### src/rtl/clct_busy_mask_gen_if.sv
// rtl/clct_busy_mask_gen_if.sv - strobe, window settings and busy outputs of clct_busy_mask_gen
//
// master: first-CLCT strobe source; drives clct0_vf, clct0_subkey, clct_sep,
//         busy_hold and receives the busy outputs.
// slave:  the busy mask generator.
//   clct0_vf       first-CLCT valid strobe, one cycle
//   clct0_subkey   {key[7:0], qs[1:0]}
//   clct_sep       half-strip separation, window is key +/- clct_sep
//   busy_hold      extra hold clocks, busy lasts busy_hold+1 clocks
//   grp_bsy        per-group busy (bit g -> bsy<g>)
//   hs_busy        per-half-strip busy mask
//   busy_active    window asserted
//   busy_key       key of the active window, 0 when idle
//   err_key_range  sticky out-of-range key flag
interface clct_busy_mask_gen_if #(
  parameter int MXHS   = 160,
  parameter int MXGRP  = 5,
  parameter int MXXKYB = 10
);
  logic              clct0_vf;
  logic [MXXKYB-1:0] clct0_subkey;
  logic [7:0]        clct_sep;
  logic [3:0]        busy_hold;
  logic [MXGRP-1:0]  grp_bsy;
  logic [MXHS-1:0]   hs_busy;
  logic              busy_active;
  logic [7:0]        busy_key;
  logic              err_key_range;

  modport master (
    output clct0_vf, clct0_subkey, clct_sep, busy_hold,
    input  grp_bsy, hs_busy, busy_active, busy_key, err_key_range
  );

  modport slave (
    input  clct0_vf, clct0_subkey, clct_sep, busy_hold,
    output grp_bsy, hs_busy, busy_active, busy_key, err_key_range
  );
endinterface

### src/rtl/clct_busy_mask_gen.sv
// rtl/clct_busy_mask_gen.sv - busy flags and half-strip busy mask for the second CLCT search
//
// Ports:
//   clock         main clock
//   global_reset  asynchronous active-high reset
//   bus           clct_busy_mask_gen_if.slave (strobe/settings in, busy outputs out)
//
// Pipeline: stage 1 decodes/clamps the window, stage 2 FSM holds it,
// output registers expand it to the half-strip mask. Strobe at edge N
// gives outputs after edge N+2.
module clct_busy_mask_gen #(
  parameter int MXHS   = 160,
  parameter int MXGRP  = 5,
  parameter int GRPW   = 32,
  parameter int MXXKYB = 10
) (
  input  logic                  clock,
  input  logic                  global_reset,
  clct_busy_mask_gen_if.slave   bus
);

  typedef enum logic {IDLE, HOLD} state_t;

  // Stage 1 decode. Quarter-strip bits [1:0] never widen the window, so
  // only the key field is taken from the sub-key.
  logic [7:0]        key;
  logic              key_ok;
  logic signed [8:0] lo_diff;
  logic [8:0]        hi_sum;
  logic [8:0]        lo_clamp;
  logic [8:0]        hi_clamp;

  assign key      = bus.clct0_subkey[MXXKYB-1:2];
  assign key_ok   = ({1'b0, key} < 9'(MXHS));
  assign lo_diff  = $signed({1'b0, key}) - $signed({1'b0, bus.clct_sep});
  assign hi_sum   = {1'b0, key} + {1'b0, bus.clct_sep};
  assign lo_clamp = lo_diff[8] ? 9'd0 : $unsigned(lo_diff);
  assign hi_clamp = (hi_sum > 9'(MXHS - 1)) ? 9'(MXHS - 1) : hi_sum;

  logic       s1_vf;
  logic [7:0] s1_key;
  logic [8:0] s1_lo;
  logic [8:0] s1_hi;
  logic [3:0] s1_hold;
  logic       err_q;

  // busy_hold is captured with the strobe so later changes leave an
  // already accepted window alone.
  always_ff @(posedge clock or posedge global_reset) begin
    if (global_reset) begin
      s1_vf   <= 1'b0;
      s1_key  <= '0;
      s1_lo   <= '0;
      s1_hi   <= '0;
      s1_hold <= '0;
      err_q   <= 1'b0;
    end else begin
      s1_vf <= bus.clct0_vf && key_ok;
      if (bus.clct0_vf && key_ok) begin
        s1_key  <= key;
        s1_lo   <= lo_clamp;
        s1_hi   <= hi_clamp;
        s1_hold <= bus.busy_hold;
      end
      if (bus.clct0_vf && !key_ok) begin
        err_q <= 1'b1;
      end
    end
  end

  // Stage 2: hold FSM. A new accepted strobe always replaces the window.
  state_t     state;
  logic [3:0] cnt;
  logic [7:0] w_key;
  logic [8:0] w_lo;
  logic [8:0] w_hi;

  always_ff @(posedge clock or posedge global_reset) begin
    if (global_reset) begin
      state <= IDLE;
      cnt   <= '0;
      w_key <= '0;
      w_lo  <= '0;
      w_hi  <= '0;
    end else begin
      case (state)
        IDLE: begin
          if (s1_vf) begin
            state <= HOLD;
            cnt   <= s1_hold;
            w_key <= s1_key;
            w_lo  <= s1_lo;
            w_hi  <= s1_hi;
          end
        end
        HOLD: begin
          if (s1_vf) begin
            cnt   <= s1_hold;
            w_key <= s1_key;
            w_lo  <= s1_lo;
            w_hi  <= s1_hi;
          end else if (cnt == 4'd0) begin
            state <= IDLE;
            w_key <= '0;
            w_lo  <= '0;
            w_hi  <= '0;
          end else begin
            cnt <= cnt - 4'd1;
          end
        end
        default: state <= IDLE;
      endcase
    end
  end

  // Window expansion feeding the output registers.
  logic [MXHS-1:0]  mask_next;
  logic [MXGRP-1:0] grp_next;

  always_comb begin
    mask_next = '0;
    for (int i = 0; i < MXHS; i++) begin
      mask_next[i] = (state == HOLD) && (w_lo <= 9'(i)) && (9'(i) <= w_hi);
    end
  end

  always_comb begin
    grp_next = '0;
    for (int g = 0; g < MXGRP; g++) begin
      grp_next[g] = |mask_next[g*GRPW +: GRPW];
    end
  end

  logic [MXHS-1:0]  hs_q;
  logic [MXGRP-1:0] grp_q;
  logic             active_q;
  logic [7:0]       key_q;

  always_ff @(posedge clock or posedge global_reset) begin
    if (global_reset) begin
      hs_q     <= '0;
      grp_q    <= '0;
      active_q <= 1'b0;
      key_q    <= '0;
    end else begin
      hs_q     <= mask_next;
      grp_q    <= grp_next;
      active_q <= (state == HOLD);
      key_q    <= (state == HOLD) ? w_key : 8'd0;
    end
  end

  assign bus.hs_busy       = hs_q;
  assign bus.grp_bsy       = grp_q;
  assign bus.busy_active   = active_q;
  assign bus.busy_key      = key_q;
  assign bus.err_key_range = err_q;

endmodule
### src/flat_wrapper.sv
// flat-port wrapper written by rule: the top's interface ports become plain ports
module clct_busy_mask_gen_flat 
#(
  parameter int MXHS   = 160,
  parameter int MXGRP  = 5,
  parameter int GRPW   = 32,
  parameter int MXXKYB = 10
)
  (clock, global_reset, bus_clct0_vf, bus_clct0_subkey, bus_clct_sep, bus_busy_hold, bus_grp_bsy, bus_hs_busy, bus_busy_active, bus_busy_key, bus_err_key_range);
  clct_busy_mask_gen_if #(.MXHS(MXHS), .MXGRP(MXGRP), .MXXKYB(MXXKYB)) bus_i ();
  input  logic clock;
  input  logic global_reset;
  input wire logic [$bits(bus_i.clct0_vf)-1:0] bus_clct0_vf;
  input wire logic [$bits(bus_i.clct0_subkey)-1:0] bus_clct0_subkey;
  input wire logic [$bits(bus_i.clct_sep)-1:0] bus_clct_sep;
  input wire logic [$bits(bus_i.busy_hold)-1:0] bus_busy_hold;
  output wire logic [$bits(bus_i.grp_bsy)-1:0] bus_grp_bsy;
  output wire logic [$bits(bus_i.hs_busy)-1:0] bus_hs_busy;
  output wire logic [$bits(bus_i.busy_active)-1:0] bus_busy_active;
  output wire logic [$bits(bus_i.busy_key)-1:0] bus_busy_key;
  output wire logic [$bits(bus_i.err_key_range)-1:0] bus_err_key_range;
  assign bus_i.clct0_vf = bus_clct0_vf;
  assign bus_i.clct0_subkey = bus_clct0_subkey;
  assign bus_i.clct_sep = bus_clct_sep;
  assign bus_i.busy_hold = bus_busy_hold;
  assign bus_grp_bsy = bus_i.grp_bsy;
  assign bus_hs_busy = bus_i.hs_busy;
  assign bus_busy_active = bus_i.busy_active;
  assign bus_busy_key = bus_i.busy_key;
  assign bus_err_key_range = bus_i.err_key_range;
  clct_busy_mask_gen #(.MXHS(MXHS), .MXGRP(MXGRP), .GRPW(GRPW), .MXXKYB(MXXKYB)) u_core (.clock(clock), .global_reset(global_reset), .bus(bus_i));
endmodule
### config.mk
export PLATFORM = sky130hd
export DESIGN_NAME = clct_busy_mask_gen_flat
export DESIGN_NICKNAME = d
export VERILOG_FILES = /design/src/rtl/clct_busy_mask_gen_if.sv /design/src/rtl/clct_busy_mask_gen.sv /design/src/flat_wrapper.sv
export SDC_FILE = /design/constraint.sdc
export NUM_CORES = 1
export LEC_CHECK = 0
export CORE_ASPECT_RATIO = 0.5
export CORE_UTILIZATION = 57
export CTS_CLUSTER_SIZE = 10
export DETAILED_ROUTE_END_ITERATION = 7
export PLACE_DENSITY_LB_ADDON = 0.25
export SLEW_MARGIN = 20
export SYNTH_ARGS = -nofsm -noshare
export SYNTH_HDL_FRONTEND = slang
export SYNTH_SLANG_ARGS = --single-unit
### constraint.sdc
create_clock -name clock -period 14.6 [get_ports clock]
set_input_delay 1.46 -clock clock [delete_from_list [all_inputs] [get_ports clock]]
set_output_delay 1.46 -clock clock [all_outputs]
set_load 0.1 [all_outputs]
# After elaboration in Yosys (flattened, before gate mapping)
# Cells that the tools add are included.
[classes]
addsub = 3
order_cmp = 322
n_eq_ne = 3
muxes = 22
bitwise_logic = 1
n_reduce_logical = 331
[ops]
columns = ["cell", "n"]
rows = [
  ["7-bit by 9-bit <= comparator with 1-bit output (first input constant)", 64],
  ["9-bit by 7-bit <= comparator with 1-bit output (second input constant)", 64],
  ["1-bit logical AND", 322],
  ["6-bit by 9-bit <= comparator with 1-bit output (first input constant)", 32],
  ["8-bit by 9-bit <= comparator with 1-bit output (first input constant)", 32],
  ["9-bit by 6-bit <= comparator with 1-bit output (second input constant)", 32],
  ["9-bit by 8-bit <= comparator with 1-bit output (second input constant)", 32],
  ["32-bit OR reduction", 5],
  ["5-bit by 9-bit <= comparator with 1-bit output (first input constant)", 16],
  ["9-bit by 5-bit <= comparator with 1-bit output (second input constant)", 16],
  ["4-bit by 9-bit <= comparator with 1-bit output (first input constant)", 8],
  ["9-bit by 4-bit <= comparator with 1-bit output (second input constant)", 8],
  ["9-bit 2-to-1 mux", 6],
  ["8-bit 2-to-1 mux", 5],
  ["3-bit by 9-bit <= comparator with 1-bit output (first input constant)", 4],
  ["9-bit by 3-bit <= comparator with 1-bit output (second input constant)", 4],
  ["9-bit case mux with 2 select lines", 2],
  ["1-bit by 9-bit <= comparator with 1-bit output (first input constant)", 2],
  ["2-bit by 9-bit <= comparator with 1-bit output (first input constant)", 2],
  ["9-bit by 1-bit <= comparator with 1-bit output (second input constant)", 2],
  ["9-bit by 2-bit <= comparator with 1-bit output (second input constant)", 2],
  ["8-bit case mux with 2 select lines", 1],
  ["4-bit 2-to-1 mux", 3],
  ["8-bit by 8-bit adder with 9-bit output", 1],
  ["13 further kinds", 17],
]
[word_totals]
regBits = 237
out_inout_bits = 175
word_cells = 697

# Depth between registers and ports, before layout
# Gate-level depths: netlist of run 1.
[logic_depth]
ltp_word = 4
mapped_depth = 11
ltp_nobuf = 11

# Worst setup path after synthesis of run 1
# No wires, ideal clock.
[synth_timing]
kind = "input-to-reg"
startpoint = "input port bus_clct_sep[0]"
endpoint = "register u_core.s1_hi[7]"
setup_ps = 119
t_arrival_ps = 3228
path_slack_ps = 11253
path_stages = 9
path_buffers = 0
cell_sequence = "ha_1 fa_1 nand2b_1 a21oi_1 a221o_1 nor2_1 mux2i_1 or4_1 o21a_1"
[synth_via]
elab_chain_cells = 3
[synth_lines]
columns = ["element", "line", "rtl"]
rows = [
  ["from (decl)", "flat_wrapper.sv:15", "input wire logic [$bits(bus_i.clct_sep)-1:0] bus_clct_sep;"],
  ["8-bit by 8-bit adder with 9-bit output *", "clct_busy_mask_gen.sv:36", "assign hi_sum = {1'b0, key} + {1'b0, bus.clct_sep};"],
  ["9-bit by 8-bit > comparator with 1-bit output", "clct_busy_mask_gen.sv:38", "assign hi_clamp = (hi_sum > 9'(MXHS - 1)) ? 9'(MXHS - 1) : hi_sum;"],
  ["9-bit 2-to-1 mux *", "clct_busy_mask_gen.sv:38", ""],
  ["to (signal assigned)", "clct_busy_mask_gen.sv:62", "s1_hi <= hi_clamp;"],
  ["to (decl)", "clct_busy_mask_gen.sv:43", "logic [8:0] s1_hi;"],
]
# Mark *: on every way between the ends. The rest lies on a longest branch, timed or not.
# A chain may end at the register's enable or synchronous reset.

# Final worst setup path of run 1
[layout_timing]
startpoint = "register u_core.w_lo[3]"
endpoint = "register u_core.grp_q[0] (netlist: u_core.bus.grp_bsy[0])"
[layout_via]
elab_chain_cells = 4
elab_cells_between_ends = 97
cone_classes = "order compare (32); reduce/logical (65)"
[layout_lines]
columns = ["element", "line", "rtl"]
rows = [
  ["from (decl)", "clct_busy_mask_gen.sv:75", "logic [8:0] w_lo;"],
  ["from (signal assigned)", "clct_busy_mask_gen.sv:92", "w_lo <= s1_lo;"],
  ["from (signal assigned)", "clct_busy_mask_gen.sv:100", "w_lo <= s1_lo;"],
  ["9-bit by 5-bit <= comparator with 1-bit output", "clct_busy_mask_gen.sv:123", "mask_next[i] = (state == HOLD) && (w_lo <= 9'(i)) && (9'(i) <= w_hi);"],
  ["1-bit logical AND (2 in series)", "clct_busy_mask_gen.sv:123", ""],
  ["named net u_core.mask_next[29]", "clct_busy_mask_gen.sv:117", "logic [MXHS-1:0] mask_next;"],
  ["32-bit OR reduction", "clct_busy_mask_gen.sv:130", "grp_next[g] = |mask_next[g*GRPW +: GRPW];"],
  ["named net u_core.grp_next[0]", "clct_busy_mask_gen.sv:118", "logic [MXGRP-1:0] grp_next;"],
  ["to (signal assigned)", "clct_busy_mask_gen.sv:147", "grp_q <= grp_next;"],
  ["to (decl)", "clct_busy_mask_gen.sv:135", "logic [MXGRP-1:0] grp_q;"],
]
# The timed path passes the listed nets, and every way through them passes these cells.

==> out/results.tsv, run 1 <==
metric	value	unit
status	complete, but fails checks	
violations	design-rule violations	
grt_use_total	47.60	%
cts_buffer_depth	3	
num_rows	35	
die_area	0.02045	mm2
place_hpwl	32950	um
crit_required	15020	ps
rsz0062_at_grt	no	
tns	0	ps
routed-via-count	11600	
syn_area_per_cell	9.703	um2
skew	12.53	ps
drtAntennaViolNets	0	
routabilityCongestion	1.195	
post-cts-setup-buffers	0	
synth-edff-count	0	
nets	1362	
drt-pass1-iter-count	8	
die_w	201.2	um
cap_violations	0	
clock_latency	550	ps
cts-hold-fix-buffers	0	
start_util	59.80	%
critPathMaxFanout	22	
setup_viol	0	
path_class	reg -> reg	
layout-drive-gt1-share	6.061	%
finalCriticalPeriod	4168	ps
slowest_stage	nor2_1	
grt_max_degree	82	
initialDrtViolationCount	2294	
cts.sinks	235	
ys_seq_elements	235	
fp.coreArea	0.01892	mm2
die_h	101.6	um
antenna_found_initial	0	
ys_seq_area_share	51.98	%
hold_class	reg -> reg	
syn_area	0.01131	mm2
synth_flop_cell	dfrtp_1	
grt_overflow_total	0	
viasPerCell	7.346	
worstMarginPinSlew	1164	ps
crit_path_start_kind	flip-flop	
cts_tree	built	
cts_resized	0	
synth_top_area_cell	dfrtp_1	
cp.arrival	4580	ps
async_flop_share	100.0	%
synth_area_leaders	dfrtp_1 52%, nand2_1 4.1%, nor2_1 3.1%, a21oi_1 3.0%, clkbuf_1 2.8%	
yosysWarningCount	0	
cp_common_cell	or4_1	
port_buffers	197	
period_share	28.55	%
grt_pass1_vias	11230	
insertedDiodeCount	0	
htree_levels	1	
cts_root_buffer	clkbuf_16	
slowest_delay	950	ps
area_growth	25.06	%
ios	200	
finalMaxSlewViolations	0	
netlist_instances	1166	
grt_pass1_wl	71130	um
routedWlPerCell	30.49	um
synth.distinct_cells	78	
clk_pin_slew	60	ps
max_freq	239.9	MHz
synth_top_area_share	51.98	%
slew_headroom	22.09	%
end_kind	flip-flop	
crit_chain	nand2_1, nor2_1, nor3_1, or3_1, or4_1, or4_1	
layout_commonest_cell	dfrtp_1	
drc	94	
cts_buffers	27	
synth.net_count	1210	
hold_viol_final	0	
wl	48140	um
mostFrequentLayoutCells	232 x dfrtp_1, 197 x clkdlybuf4s50_1, 124 x nand2_1	
[metal layers]
layer	routed length, um	GRT usage, %	vias up
met2	19360	67.61	1232
met3	8454	24.32	345
met4	2920	22.03	2
li1	-	-	4526
met5	42	1.563	-
met1	17360	60.70	5494
[worst max-delay path, delay by kind of cell, from the launching register on]
| family | cells | cell delay (ps) |
|---|---|---|
| flip-flops | 1 | 940 |
| AND/OR/NAND/NOR | 6 | 3100 |
[state kept, by name, summed over array words and instances, names as in the netlist]
signal / flops
u_core.s1_hi: 9
u_core.s1_hold: 4
u_core.w_key: 8
u_core.s1_vf: 1
u_core.s1_key: 8
u_core.state: 1
u_core.s1_lo: 8
u_core.bus.busy_active: 1
u_core.bus.err_key_range: 1
u_core.bus.hs_busy: 160
u_core.bus.busy_key: 8
u_core.cnt: 4
u_core.bus.grp_bsy: 5
u_core.w_hi: 9
u_core.w_lo: 8
[kinds of logic (layout without fill, tap and decap cells)]
kind of cell | count (synthesis) | after routing | synth area share, %
multiplexers | 2 | 2 | 0.1880
AND/OR/NAND/NOR | 450 | 450 | 20.23
buffers and inverters | 121 | 275 | 4.191
adder cells (fa/ha/maj) | 20 | 20 | 2.322
AO/OA/AOI/OAI | 327 | 327 | 20.24
XOR/XNOR | 11 | 11 | 0.8516
flip-flops | 235 | 235 | 51.98
[per-stage QoR]
step	setup slack, ps	area (um2)	util, %	cells	hold WS (ps)
2_1_floorplan	6694	11310	-	1166	428.9
3_3_place_gp	10640	13410	70.89	1548	459.6
3_5_place_dp	10430	13430	70.97	1548	473.3
4_1_cts	10650	14140	74.76	1579	486.7
5_1_grt	10520	14150	74.79	1579	489.6
6_report	10430	14150	74.79	1579	487.4
[final cells by class]
class | count | area (um2)
sequential | 235 | 5884
multi-input combinational | 810 | 4986
fill | 1238 | 4770
timing repair buffer | 218 | 2133
clock buffer | 30 | 706.9
tap | 259 | 324.1
inverter | 26 | 105.1
clock inverter | 1 | 8.758
[path summary, 6_finish.rpt]
check	from	endpoint	slack, ps	cells past startpoint
max	u_core.w_lo[3]$_DFFE_PP0P_	u_core.bus.grp_bsy[0]$_DFF_PP0_	10430	6
min	u_core.w_key[2]$_DFFE_PP0P_	u_core.bus.busy_key[2]$_DFF_PP0_	490	1
max reg2reg	u_core.w_lo[3]$_DFFE_PP0P_	u_core.bus.grp_bsy[0]$_DFF_PP0_	10430	6
min reg2reg	u_core.w_key[2]$_DFFE_PP0P_	u_core.bus.busy_key[2]$_DFF_PP0_	490	1
max in group asynchronous	global_reset	u_core.s1_vf$_DFF_PP0_	11770	3
min in group asynchronous	global_reset	u_core.bus.hs_busy[70]$_DFF_PP0_	1370	2
[synthesized netlist by cell type (12+ instances only)]
master	instances
a211oi_1	31
a21o_1	14
a21oi_1	68
a221oi_1	32
a22o_1	32
a31oi_1	12
and2_1	28
and3_1	14
clkbuf_1	85
dfrtp_1	235
ha_1	17
inv_1	26
nand2_1	124
nand2b_1	20
nand3_1	19
nor2_1	94
nor2b_1	18
nor3_1	34
nor4_1	26
o21ai_0	59
or2_2	12
or3_1	12
Power of run 1 is left out: the tool's default activity adds up to more than one toggle a clock period on the data nets, which glitch-free logic cannot reach.
==> run 2, diff against run 1 <==
--- a/config.mk
+++ b/config.mk
@@ -6,7 +6,7 @@
 export NUM_CORES = 1
 export LEC_CHECK = 0
 export CORE_ASPECT_RATIO = 0.5
-export CORE_UTILIZATION = 57
+export CORE_UTILIZATION = 53
 export CTS_CLUSTER_SIZE = 10
 export DETAILED_ROUTE_END_ITERATION = 7
 export PLACE_DENSITY_LB_ADDON = 0.25
==> constraint.sdc (replaced) <==
create_clock -name clock -period 4.35 [get_ports clock]
set_input_delay 0.435 -clock clock [delete_from_list [all_inputs] [get_ports clock]]
set_output_delay 0.435 -clock clock [all_outputs]
set_load 0.1 [all_outputs]
==> run 2 against run 1 <==
First-iteration DRC count is 32% lower. Global-route usage fell by 5.2 points. Wire length fell by 3.1%. Via count shrank 3.2%. Cell area rose by 1.8%. The run now ends clean. Worst setup slack got worse by 9600 ps. Flip-flop and latch count is the same. Non-clock buffer count up 34. Register-to-register slack worse by 9600 ps.
==> out/results.tsv, run 2 (synthesized netlist as in run 1, its figures left out) <==
metric	value	unit	change
status	finished clean		
critical-path-top-delay-family	simple AND/OR/NAND/NOR gates		
hold_ws	415.8	ps	-71.66 ps
antenna_found_initial	2		+2
cts_buffers	27		unchanged
reg2reg_from	u_core.w_hi[8]$_DFFE_PP0P_		
path_class	reg -> reg		
hold_class	in -> async		
slew_headroom	23.50	%	+1.4 points
htree_levels	1		unchanged
r2r_end	u_core.bus.grp_bsy[0]$_DFF_PP0_		
cap_violations	0		unchanged
num_rows	37		+5.7%
cts_tree	built		
mostFrequentLayoutCells	235 x dfrtp_1, 197 x clkdlybuf4s50_1, 124 x nand2_1		
layout-drive-gt1-share	8.062	%	+2.0 points
drc	0		-100%
n_fill_cell	1566		+26%
initialDrtViolationCount	1571		-32%
setup_viol	0		unchanged
cp.arrival	3950	ps	-630 ps
skew	16.62	ps	+4.083 ps
finalMaxSlewViolations	0		unchanged
tns	0	ps	unchanged
cts_resized	0		unchanged
grt_pass1_vias	10890		-3.0%
die_h	105.3	um	+3.6%
drt-pass1-iter-count	8		unchanged
crit_path_start_kind	flip-flop		
end_kind	flip-flop		
cts_buffer_depth	3		unchanged
worstMarginPinSlew	1119	ps	-45.85 ps
die_w	208.6	um	+3.7%
crit_chain	nor3_1, and2_1, a221oi_1, or4b_1, or4_1, or4_1		
crit_required	4780	ps	-10240 ps
area_growth	27.35	%	
finalCriticalPeriod	3521	ps	-646.8 ps
post-cts-setup-buffers	0		unchanged
layout_commonest_cell	dfrtp_1		
clock_latency	560	ps	about the same
clk_pin_slew	60	ps	about the same
cts.sinks	235		unchanged
r2r_cells	6		unchanged
max_freq	284.0	MHz	+18%
ios	200		unchanged
viasPerCell	6.902		-6.0%
wl	46640	um	-3.1%
nets	1396		+2.5%
critPathMaxFanout	21		-4.5%
slowest_delay	700	ps	-250 ps
period_share	80.95	%	+52 points
hold_viol_final	0		unchanged
grt_use_total	42.43	%	-5.2 points
rsz0062_at_grt	no		
grt_max_degree	101		+23%
grt_overflow_total	0		unchanged
fin_ws	828.6	ps	-9603 ps
grt_pass1_wl	68330	um	-3.9%
slowest_stage	dfrtp_1		
cp_common_cell	or4_1		
routed-via-count	11220		-3.2%
place_hpwl	34830	um	+5.7%
critPathBufInv	0		unchanged
cts_root_buffer	clkbuf_16		
place_ws	1012	ps	-9414 ps
port_buffers	197		unchanged
routabilityCongestion	1.202		+0.55%
start_util	54.55	%	-5.3 points
cts-hold-fix-buffers	0		unchanged
die_area	0.02197	mm2	+7.4%
routedWlPerCell	28.68	um	-5.9%
drtAntennaViolNets	0		unchanged
fp.coreArea	0.02074	mm2	+9.6%
reg2reg_setup_slack	830	ps	-9600 ps
largest_reg_flops	160		unchanged
## run 2: area by class of cell
type / count / area (um2) / share of cell area, %
inverter: 26 / 101.3 / 0.7034
antenna: 1 / 2.502 / 0.01737
timing repair buffer: 252 / 2410 / 16.73
sequential: 235 / 5881 / 40.82
tap: 273 / 341.6 / 2.371
clock buffer: 27 / 675.6 / 4.690
clock inverter: 2 / 16.27 / 0.1129
multi-input combinational: 810 / 4980 / 34.56
## run 2: worst reg2reg max path: stages, from the launching register on
cell	delay [ps]
dfrtp_1	700
nor3_1	650
and2_1	390
a221oi_1	160
or4b_1	520
or4_1	470
or4_1	520
## run 2: worst max-delay path by stage
stage                     cells after the start                                to                       start
after CTS                                     7   u_core.bus.grp_bsy[0]$_DFF_PP0_  u_core.w_hi[8]$_DFFE_PP0P_
after detailed placement                      7   u_core.bus.grp_bsy[0]$_DFF_PP0_  u_core.w_hi[8]$_DFFE_PP0P_
after global placement                        7   u_core.bus.grp_bsy[0]$_DFF_PP0_  u_core.w_hi[8]$_DFFE_PP0P_
final                                         6   u_core.bus.grp_bsy[0]$_DFF_PP0_  u_core.w_hi[8]$_DFFE_PP0P_
after global routing                          6   u_core.bus.grp_bsy[0]$_DFF_PP0_  u_core.w_hi[8]$_DFFE_PP0P_
after floorplan                               1  u_core.bus.busy_active$_DFF_PP0_                global_reset
## run 2: through the flow
step                instances  utilization [%]  area [um2]
finish                   1626            69.47       14410
CTS                      1625            69.46       14410
global route             1625            69.46       14410
global placement         1596            66.08       13700
detailed placement       1596            66.12       13710
floorplan                1166                -       11320
## run 2: metal layers
layer  up-vias  GRT usage (%)  routed length [um]
met4         6          16.07                2181
met2       968          60.11               19040
met5         -          5.977                 199
met1      5415          54.45               17630
met3       219          22.02                7584
li1       4615              -                   -
Power of run 2 is left out for the same reason.
